<file path="config.mk">
export PLATFORM = sky130hd
export DESIGN_NAME = servo_pulse_gen
export DESIGN_NICKNAME = d
export VERILOG_FILES = /design/src/rtl/servo_pulse_gen_pkg.sv /design/src/rtl/servo_pwm_channel.sv /design/src/rtl/servo_pulse_gen.sv
export SDC_FILE = /design/constraint.sdc
export NUM_CORES = 1
export LEC_CHECK = 0
export CAP_MARGIN = 20
export CORE_MARGIN = 2
export CORE_UTILIZATION = 50
export DETAILED_ROUTE_END_ITERATION = 6
export DONT_BUFFER_PORTS = 1
export PLACE_DENSITY_LB_ADDON = 0.15
export SLEW_MARGIN = 20
export SYNTH_ARGS = -nofsm -noshare
export SYNTH_HDL_FRONTEND = slang
export SYNTH_HIERARCHICAL = 1
export SYNTH_SLANG_ARGS = --single-unit
</file>
<file path="constraint.sdc">
create_clock -name iClk -period 7 [get_ports iClk]
set_clock_uncertainty 0.2 [all_clocks]
set_input_delay 1.4 -clock iClk [delete_from_list [all_inputs] [get_ports iClk]]
set_output_delay 1.4 -clock iClk [all_outputs]
set_load 0.05 [all_outputs]
</file>
<file path="src/rtl/servo_pulse_gen_pkg.sv">
// Shared types and 50 MHz timing defaults for the servo pulse generator and the motor-control stage.
package servo_pulse_gen_pkg;

  typedef enum logic [1:0] {
    IDLE  = 2'd0,
    BURST = 2'd1,
    GAP   = 2'd2
  } stateT;

  localparam int unsigned CNT_W_DEFAULT       = 21;
  localparam int unsigned NUM_W               = 10;

  // 20 ms frame and 2.5 ms high-time clamp at 50 MHz
  localparam int unsigned FRAME_CYCLES_50MHZ  = 1000000;
  localparam int unsigned MAX_HIGH_50MHZ      = 125000;

  // Continuous-rotation servo commands shared with motor control
  localparam int unsigned SERVO_NEUTRAL_50MHZ = 75000;
  localparam int unsigned SERVO_FORWARD_50MHZ = 100000;
  localparam int unsigned SERVO_REVERSE_50MHZ = 50000;

endpackage

</file>
<file path="src/rtl/servo_pwm_channel.sv">
// One servo PWM line: registered compare of the next frame counter against the next high time.
module servo_pwm_channel #(
  parameter int unsigned CNT_W = 21
) (
  input  logic             iClk,
  input  logic             iRST,
  input  logic             iEnable,
  input  logic [CNT_W-1:0] iHi,
  input  logic [CNT_W-1:0] iFc,
  output logic             oPwm
);

  // Inputs are next-cycle values, so the flop output lines up with the frame counter register
  always_ff @(posedge iClk) begin
    if (iRST) begin
      oPwm <= 1'b0;
    end else begin
      oPwm <= iEnable && (iFc < iHi);
    end
  end

endmodule

</file>
<file path="src/rtl/servo_pulse_gen.sv">
// Burst generator for the two tracked-robot servo PWM lines: N frames per command, then a rest gap.
module servo_pulse_gen
  import servo_pulse_gen_pkg::*;
#(
  parameter int unsigned FRAME_CYCLES = FRAME_CYCLES_50MHZ,
  parameter int unsigned MAX_HIGH     = MAX_HIGH_50MHZ,
  parameter int unsigned GAP_FRAMES   = 1,
  parameter int unsigned CNT_W        = CNT_W_DEFAULT
) (
  input  logic             iClk,
  input  logic             iRST,
  input  logic [CNT_W-1:0] iLeftMotor,
  input  logic [CNT_W-1:0] iRightMotor,
  input  logic [NUM_W-1:0] iNumPulses,
  input  logic             iHalt,
  output logic             oLeftPwm,
  output logic             oRightPwm,
  output logic             oBusy,
  output logic             oDone,
  output logic [NUM_W-1:0] oPulsesLeft
);

  localparam int unsigned GAP_W = (GAP_FRAMES > 1) ? $clog2(GAP_FRAMES) : 1;
  localparam logic [CNT_W-1:0] FRAME_LAST = CNT_W'(FRAME_CYCLES - 1);
  localparam logic [CNT_W-1:0] HIGH_CLAMP = CNT_W'(MAX_HIGH);
  localparam logic [GAP_W-1:0] GAP_LAST   = GAP_W'(GAP_FRAMES - 1);

  if ((longint'(FRAME_CYCLES) - 1) >= (longint'(1) << CNT_W)) begin : gFrameWidthCheck
    $error("FRAME_CYCLES-1 does not fit in CNT_W bits");
  end
  if (MAX_HIGH >= FRAME_CYCLES) begin : gClampCheck
    $error("MAX_HIGH must be below FRAME_CYCLES");
  end

  stateT            state;
  stateT            nextState;
  logic [CNT_W-1:0] fc;
  logic [CNT_W-1:0] fcNext;
  logic [CNT_W-1:0] hiL;
  logic [CNT_W-1:0] hiLNext;
  logic [CNT_W-1:0] hiR;
  logic [CNT_W-1:0] hiRNext;
  logic [NUM_W-1:0] cnt;
  logic [NUM_W-1:0] cntNext;
  logic [GAP_W-1:0] gapCnt;
  logic [GAP_W-1:0] gapCntNext;
  logic             finish;
  logic             frameEnd;
  logic             busyNext;
  logic             doneNext;
  logic             pwmEnable;

  assign frameEnd = (fc == FRAME_LAST);

  // State register
  always_ff @(posedge iClk) begin
    if (iRST) begin
      state <= IDLE;
    end else begin
      state <= nextState;
    end
  end

  // Next-state and datapath updates; halt overrides every state
  always_comb begin
    nextState  = state;
    fcNext     = fc;
    hiLNext    = hiL;
    hiRNext    = hiR;
    cntNext    = cnt;
    gapCntNext = gapCnt;
    finish     = 1'b0;
    if (iHalt) begin
      nextState  = IDLE;
      fcNext     = '0;
      cntNext    = '0;
      gapCntNext = '0;
    end else begin
      case (state)
        IDLE: begin
          if (iNumPulses != '0) begin
            nextState = BURST;
            fcNext    = '0;
            hiLNext   = (iLeftMotor  > HIGH_CLAMP) ? HIGH_CLAMP : iLeftMotor;
            hiRNext   = (iRightMotor > HIGH_CLAMP) ? HIGH_CLAMP : iRightMotor;
            cntNext   = iNumPulses;
          end
        end
        BURST: begin
          if (frameEnd) begin
            fcNext  = '0;
            cntNext = cnt - NUM_W'(1);
            if (cnt == NUM_W'(1)) begin
              gapCntNext = '0;
              if (GAP_FRAMES > 0) begin
                nextState = GAP;
              end else begin
                nextState = IDLE;
                finish    = 1'b1;
              end
            end
          end else begin
            fcNext = fc + CNT_W'(1);
          end
        end
        GAP: begin
          if (frameEnd) begin
            fcNext = '0;
            if (gapCnt == GAP_LAST) begin
              nextState  = IDLE;
              gapCntNext = '0;
              finish     = 1'b1;
            end else begin
              gapCntNext = gapCnt + GAP_W'(1);
            end
          end else begin
            fcNext = fc + CNT_W'(1);
          end
        end
        default: begin
          nextState = IDLE;
          fcNext    = '0;
          cntNext   = '0;
        end
      endcase
    end
  end

  // Next values of the registered status outputs
  always_comb begin
    busyNext  = 1'b0;
    doneNext  = 1'b0;
    pwmEnable = 1'b0;
    busyNext  = (nextState != IDLE);
    doneNext  = finish;
    pwmEnable = (nextState == BURST);
  end

  always_ff @(posedge iClk) begin
    if (iRST) begin
      fc          <= '0;
      hiL         <= '0;
      hiR         <= '0;
      cnt         <= '0;
      gapCnt      <= '0;
      oBusy       <= 1'b0;
      oDone       <= 1'b0;
    end else begin
      fc          <= fcNext;
      hiL         <= hiLNext;
      hiR         <= hiRNext;
      cnt         <= cntNext;
      gapCnt      <= gapCntNext;
      oBusy       <= busyNext;
      oDone       <= doneNext;
    end
  end

  assign oPulsesLeft = cnt;

  servo_pwm_channel #(
    .CNT_W (CNT_W)
  ) uLeft (
    .iClk    (iClk),
    .iRST    (iRST),
    .iEnable (pwmEnable),
    .iHi     (hiLNext),
    .iFc     (fcNext),
    .oPwm    (oLeftPwm)
  );

  servo_pwm_channel #(
    .CNT_W (CNT_W)
  ) uRight (
    .iClk    (iClk),
    .iRST    (iRST),
    .iEnable (pwmEnable),
    .iHi     (hiRNext),
    .iFc     (fcNext),
    .oPwm    (oRightPwm)
  );

endmodule

</file>
Word level (Yosys, flattened, before mapping)
Cells that the tools add are included.
- add/sub/neg operators: 3
- $mul: 0
- div/mod/pow operators: 0
- order comparisons: 4
- eq/ne operators: 9
- shift-type cells: 0
- muxes and demuxes: 28
- bitwise operators: 2
- reductions and logical operators: 11
- operators by type and width (operator ; number):
    2-to-1 mux 21 bit ; 11
    greater-than comparator 21 x 17 -> 1 bit, second input constant ; 2
    < comparator 21 bit ; 2
    one-hot mux 21 bit (2 select lines) ; 1
    one-hot mux 10 bit (3 select lines) ; 1
    adder 21 x 1 -> 21 bit, second input constant ; 1
    equality test 21 x 20 -> 1 bit, second input constant ; 1
    2-to-1 mux 10 bit ; 2
    2-to-1 mux 2 bit ; 6
    equality test 10 x 1 -> 1 bit, second input constant ; 1
    nonzero test 10 bit ; 1
    subtractor 10 x 1 -> 10 bit, second input constant ; 1
    != test 2 bit, second input constant ; 4
    one-hot mux 2 bit (3 select lines) ; 1
    2-to-1 mux 1 bit ; 5
    equality test 2 x 1 -> 1 bit, second input constant ; 2
    AND reduction 4 bit ; 1
    nonzero test 2 bit ; 2
    OR reduction 2 bit ; 2
    OR reduction 4 bit ; 1
    AND reduction 3 bit ; 1
    equality test 2 bit, second input constant ; 1
    logical AND 1 bit ; 2
    logical NOT 2 bit ; 1
    3 further kinds ; 4
- register bits: 80
- latch bits: 0
- bits in writable memories: 0
- ROM bits: 0
- input port bits: 55
- logic and storage cells: 67
- memories kept: 0

Longest topological paths before layout
- depth after elaboration: 7
- mapped depth: 16
- depth with buffers taken out: 14

Modules after synthesis
Netlist, hierarchy kept.
- by module, submodules not included (module ; instances ; cells each ; area each (µm²) ; seq. area each (µm²)):
    servo_pulse_gen ; 1 ; 551 ; 4421.7 ; 1541.5
    servo_pwm_channel ; 2 ; 73 ; 516.7 ; 20.0

Least setup slack after synthesis
No wires, ideal clock.
- kind: in2reg
- from: in iNumPulses[3]
- to: reg uLeft.oPwm
- data arrival time: 4.044 ns
- slack: 2.682 ns
- stages on the path: 12
- buffers on the path: 1
- cell sequence: nor4_1 a311oi_1 nand2_1 o21ba_2 buf_2 a21oi_1 inv_1 ha_1 a21o_1 a21o_2 a221o_1 a31oi_1
- cells in the longest elaborated chain, start to end: 6
- RTL lines (what ; RTL line ; source):
    start: declaration ; servo_pulse_gen.sv:14 ; input logic [NUM_W-1:0] iNumPulses,
    nonzero test 10 bit ; servo_pulse_gen.sv:81 ; if (iNumPulses != '0) begin
    2-to-1 mux 21 bit ; servo_pulse_gen.sv:81 ;
    2-to-1 mux 21 bit ; servo_pulse_gen.sv:79 ; case (state)
    2-to-1 mux 21 bit ; servo_pulse_gen.sv:73 ; if (iHalt) begin
    net hiLNext[6] ; servo_pulse_gen.sv:40 ; logic [CNT_W-1:0] hiLNext;
    < comparator 21 bit ; servo_pwm_channel.sv:18 ; oPwm <= iEnable && (iFc < iHi);
    logical AND 1 bit ; servo_pwm_channel.sv:18 ;
    end signal: assignment ; servo_pwm_channel.sv:18 ;
    end: declaration ; servo_pwm_channel.sv:10 ; output logic oPwm
The timed path passes the listed nets, and every way through them passes these cells.
A chain may end at the register's enable or synchronous reset.

Worst setup path after layout
Same ends and word-level chain as after synthesis.

==> reports/qor.yml <==
worst_setup_path:
  max_stage_delay_ps: 820
  required_ps: 7110
  crit_path_cell_trace: "nor4_1 -> a311oi_4 -> buf_4 -> nand2_1 -> o21ba_2 -> a21oi_1 -> inv_1 -> ha_1 -> a21o_1 -> a21o_2 -> a221o_1 -> a31oi_1"
  critical_path_class: "input pin to flip-flop"
  critPathSlowestCell: "nor4_1"
  worst_ep_arrival_time_ps: 4890
  critPathLaunchType: "input pin"
  crit_path_end_kind: "flip-flop"
  critPathMaxFanout: 25
sta:
  tns_ps: 0
  layout_min_cycle_time_ps: 4770
  period_share: 0.682
  clock.fmax_mhz: 210
  slew_viol_final: 0
  hold_viol: 0
  slew_headroom: 0.335
  rsz0062_at_grt: "false"
  setup_violations: 0
  worst_pin_slew_ps: 988
layout:
  area_growth_pct: 5.34
  drive_gt1_frac: 0.0603
  n_antenna_cell: 0
  nFillCells: 1032
  nets: 777
  fin_cells: 820
global_routing:
  antenna_found_initial: 0
  grt_max_degree: 60
  grt_pass1_vias: 4891
  grt-ovfl-total: 0
  grt_pass1_wl_mm: 24.2
  grtUsageTotal: 0.264
cts:
  cts_hold_buf: 0
  cts_max_level: 3
  clk_path_buf_depth: 2
  clkSlewWorstSetupHoldPaths_ps: 90
  cts_root_buffer: "clkbuf_8"
  clock_sinks: 79
  insertion_delay_ps: 380
  post_cts_buffers: 0
  cts_buffers: 9
  cts_resized: 0
  tritoncts: "done"
drt:
  vias: 5188
  drt_iter0_markers: 390
  highest_layer: "met4"
  drtPass1Iterations: 6
  wl_met1_mm: 6.85
  avgViaCountPerCell: 6.33
  detail-route-antenna-nets: 0
  wl_met2_mm: 6.85
  drc: 0
  wl_mm: 15.1
  route.met3.wl_um: 923
  wl_per_cell_um: 18.4
place:
  routabilityCongestion: 0.907
  placedCellCount: 803
  place_hpwl_mm: 11.1
  placement.io_buffers: 0
die:
  fp.dieArea_um2: 11800
  start_util: 0.508
  io_pins: 69
  die_h_um: 108
  die_w_um: 108
  coreArea_um2: 10700
  num_rows: 38
yosys:
  avgSynthCellArea_um2: 7.83
  synth_nets: 799
  netlist_area_um2: 5460
  yosysWarnings: 6
  synth.distinct_cells: 69
  synth-async-reset-ratio: 0
  synth_flop_cell: "dfxtp_1"
  seq_area_frac_synth: 0.290
  yosys_register_bits: 79
  synth_top_cells_by_count: "dfxtp_1 (79), inv_1 (76), nand2_1 (52)"
  synth_most_common_cell: "dfxtp_1"
  synth_top_cell_area_share: 0.290
  synth.area.top_cells: "dfxtp_1 (29%), ha_1 (11%), inv_1 (5.2%)"
  netlist_instances: 697
  synth_edf_count: 0
  yosys.area.top_type: "dfxtp_1"
power_and_ir_drop:
  p_switching_mw: 0.275
  comb_power_share: 0.104
  p_leak_nw: 2.26
  p_seq_frac: 0.471
  ir_drop_v: 0.000130
  powerDensity_nw_per_um2: 179
  p_clk_frac: 0.425
  switching_share: 0.268
  p_int_mw: 0.751
worst_hold_path:
  min_path_type: "flip-flop to flip-flop"
outcome:
  status: "finished, final reports clean"
run:
  drv_cap: 0
[area by class of cell]
type                    instances  area [um2]  share of cell area
multi-input cells             505        3420               0.595
flip-flops and latches         79        1580               0.275
inverters                      76         285              0.0496
well taps                     140         175              0.0305
clock buffers                  10         138              0.0239
clock inverters                 6         116              0.0202
repair buffers                  4        33.8             0.00588
[logic make-up after synthesis]
kind of cell / share of synthesized area
compound gates: 0.249
xor+xnor: 0.00803
fa+ha+maj: 0.108
buf+inv: 0.0878
flops: 0.290
mux: 0.00734
simple gates: 0.250
[layer usage]
layer	GRT usage	vias up
met3	0.0464	31
met1	0.345	2476
li1	-	2515
met2	0.422	166
met5	0	-
met4	0.125	0
[metrics by stage]
step                setup slack, ps  total power [mW]  area (um2)  utilization  hold slack, ps
CTS                            2300              1.04        5730        0.533             286
global placement               1990             0.595        5480        0.510             256
detailed placement             1840             0.598        5480        0.510             264
global route                   2040              1.06        5750        0.535             304
floorplan                      2680             0.579        5460            -             243
finish                         2230              1.03        5750        0.535             283
[registers in the layout (all words and copies together), names as in the netlist]
signal / count
hiL: 21
uRight/oPwm: 1
uLeft/oPwm: 1
hiR: 21
fc: 21
oPulsesLeft: 10
oBusy: 1
state: 2
oDone: 1
[worst paths after layout]
kind / start / slack, ps / cells past startpoint / endpoint
worst max-delay path: iNumPulses[3] / 2230 / 12 / uLeft/oPwm$_SDFF_PP0_
worst min register to register: hiR[5]$_SDFF_PP0_ / 280 / 2 / hiR[5]$_SDFF_PP0_
worst max register to register: state[0]$_SDFF_PP0_ / 2710 / 14 / uLeft/oPwm$_SDFF_PP0_
worst min-delay path: hiR[5]$_SDFF_PP0_ / 280 / 2 / hiR[5]$_SDFF_PP0_
[layout by cell type, fill, tap and decap left out, types with 14 or more instances in the layout]
cell type | Yosys | layout
a21oi_1 | 49 | 49
a31oi_1 | 29 | 29
dfxtp_1 | 79 | 79
ha_1 | 47 | 47
inv_1 | 76 | 76
nand2_1 | 52 | 52
nand3_1 | 17 | 17
nand3b_1 | 14 | 14
nand4_1 | 16 | 16
nor2_1 | 51 | 51
nor2b_1 | 25 | 25
o21ai_0 | 16 | 16
[critical path, delay by kind of cell]
kind / cells / cell delay (ps)
buffers and inverters: 2 / 340
and+or+nand+nor: 2 / 1270
AOI/OAI and AO/OA: 7 / 1550
adders and majority gates: 1 / 300
[power groups by stage]
stage | Sequential (mW) | Combinational (mW) | Clock [mW]
after global routing | 0.485 | 0.119 | 0.459
after global placement | 0.494 | 0.101 | 0
after detailed placement | 0.494 | 0.103 | 0
final | 0.484 | 0.107 | 0.436
after floorplan | 0.492 | 0.0874 | 0
after CTS | 0.484 | 0.104 | 0.448
(Power assumes the default switching activity.)
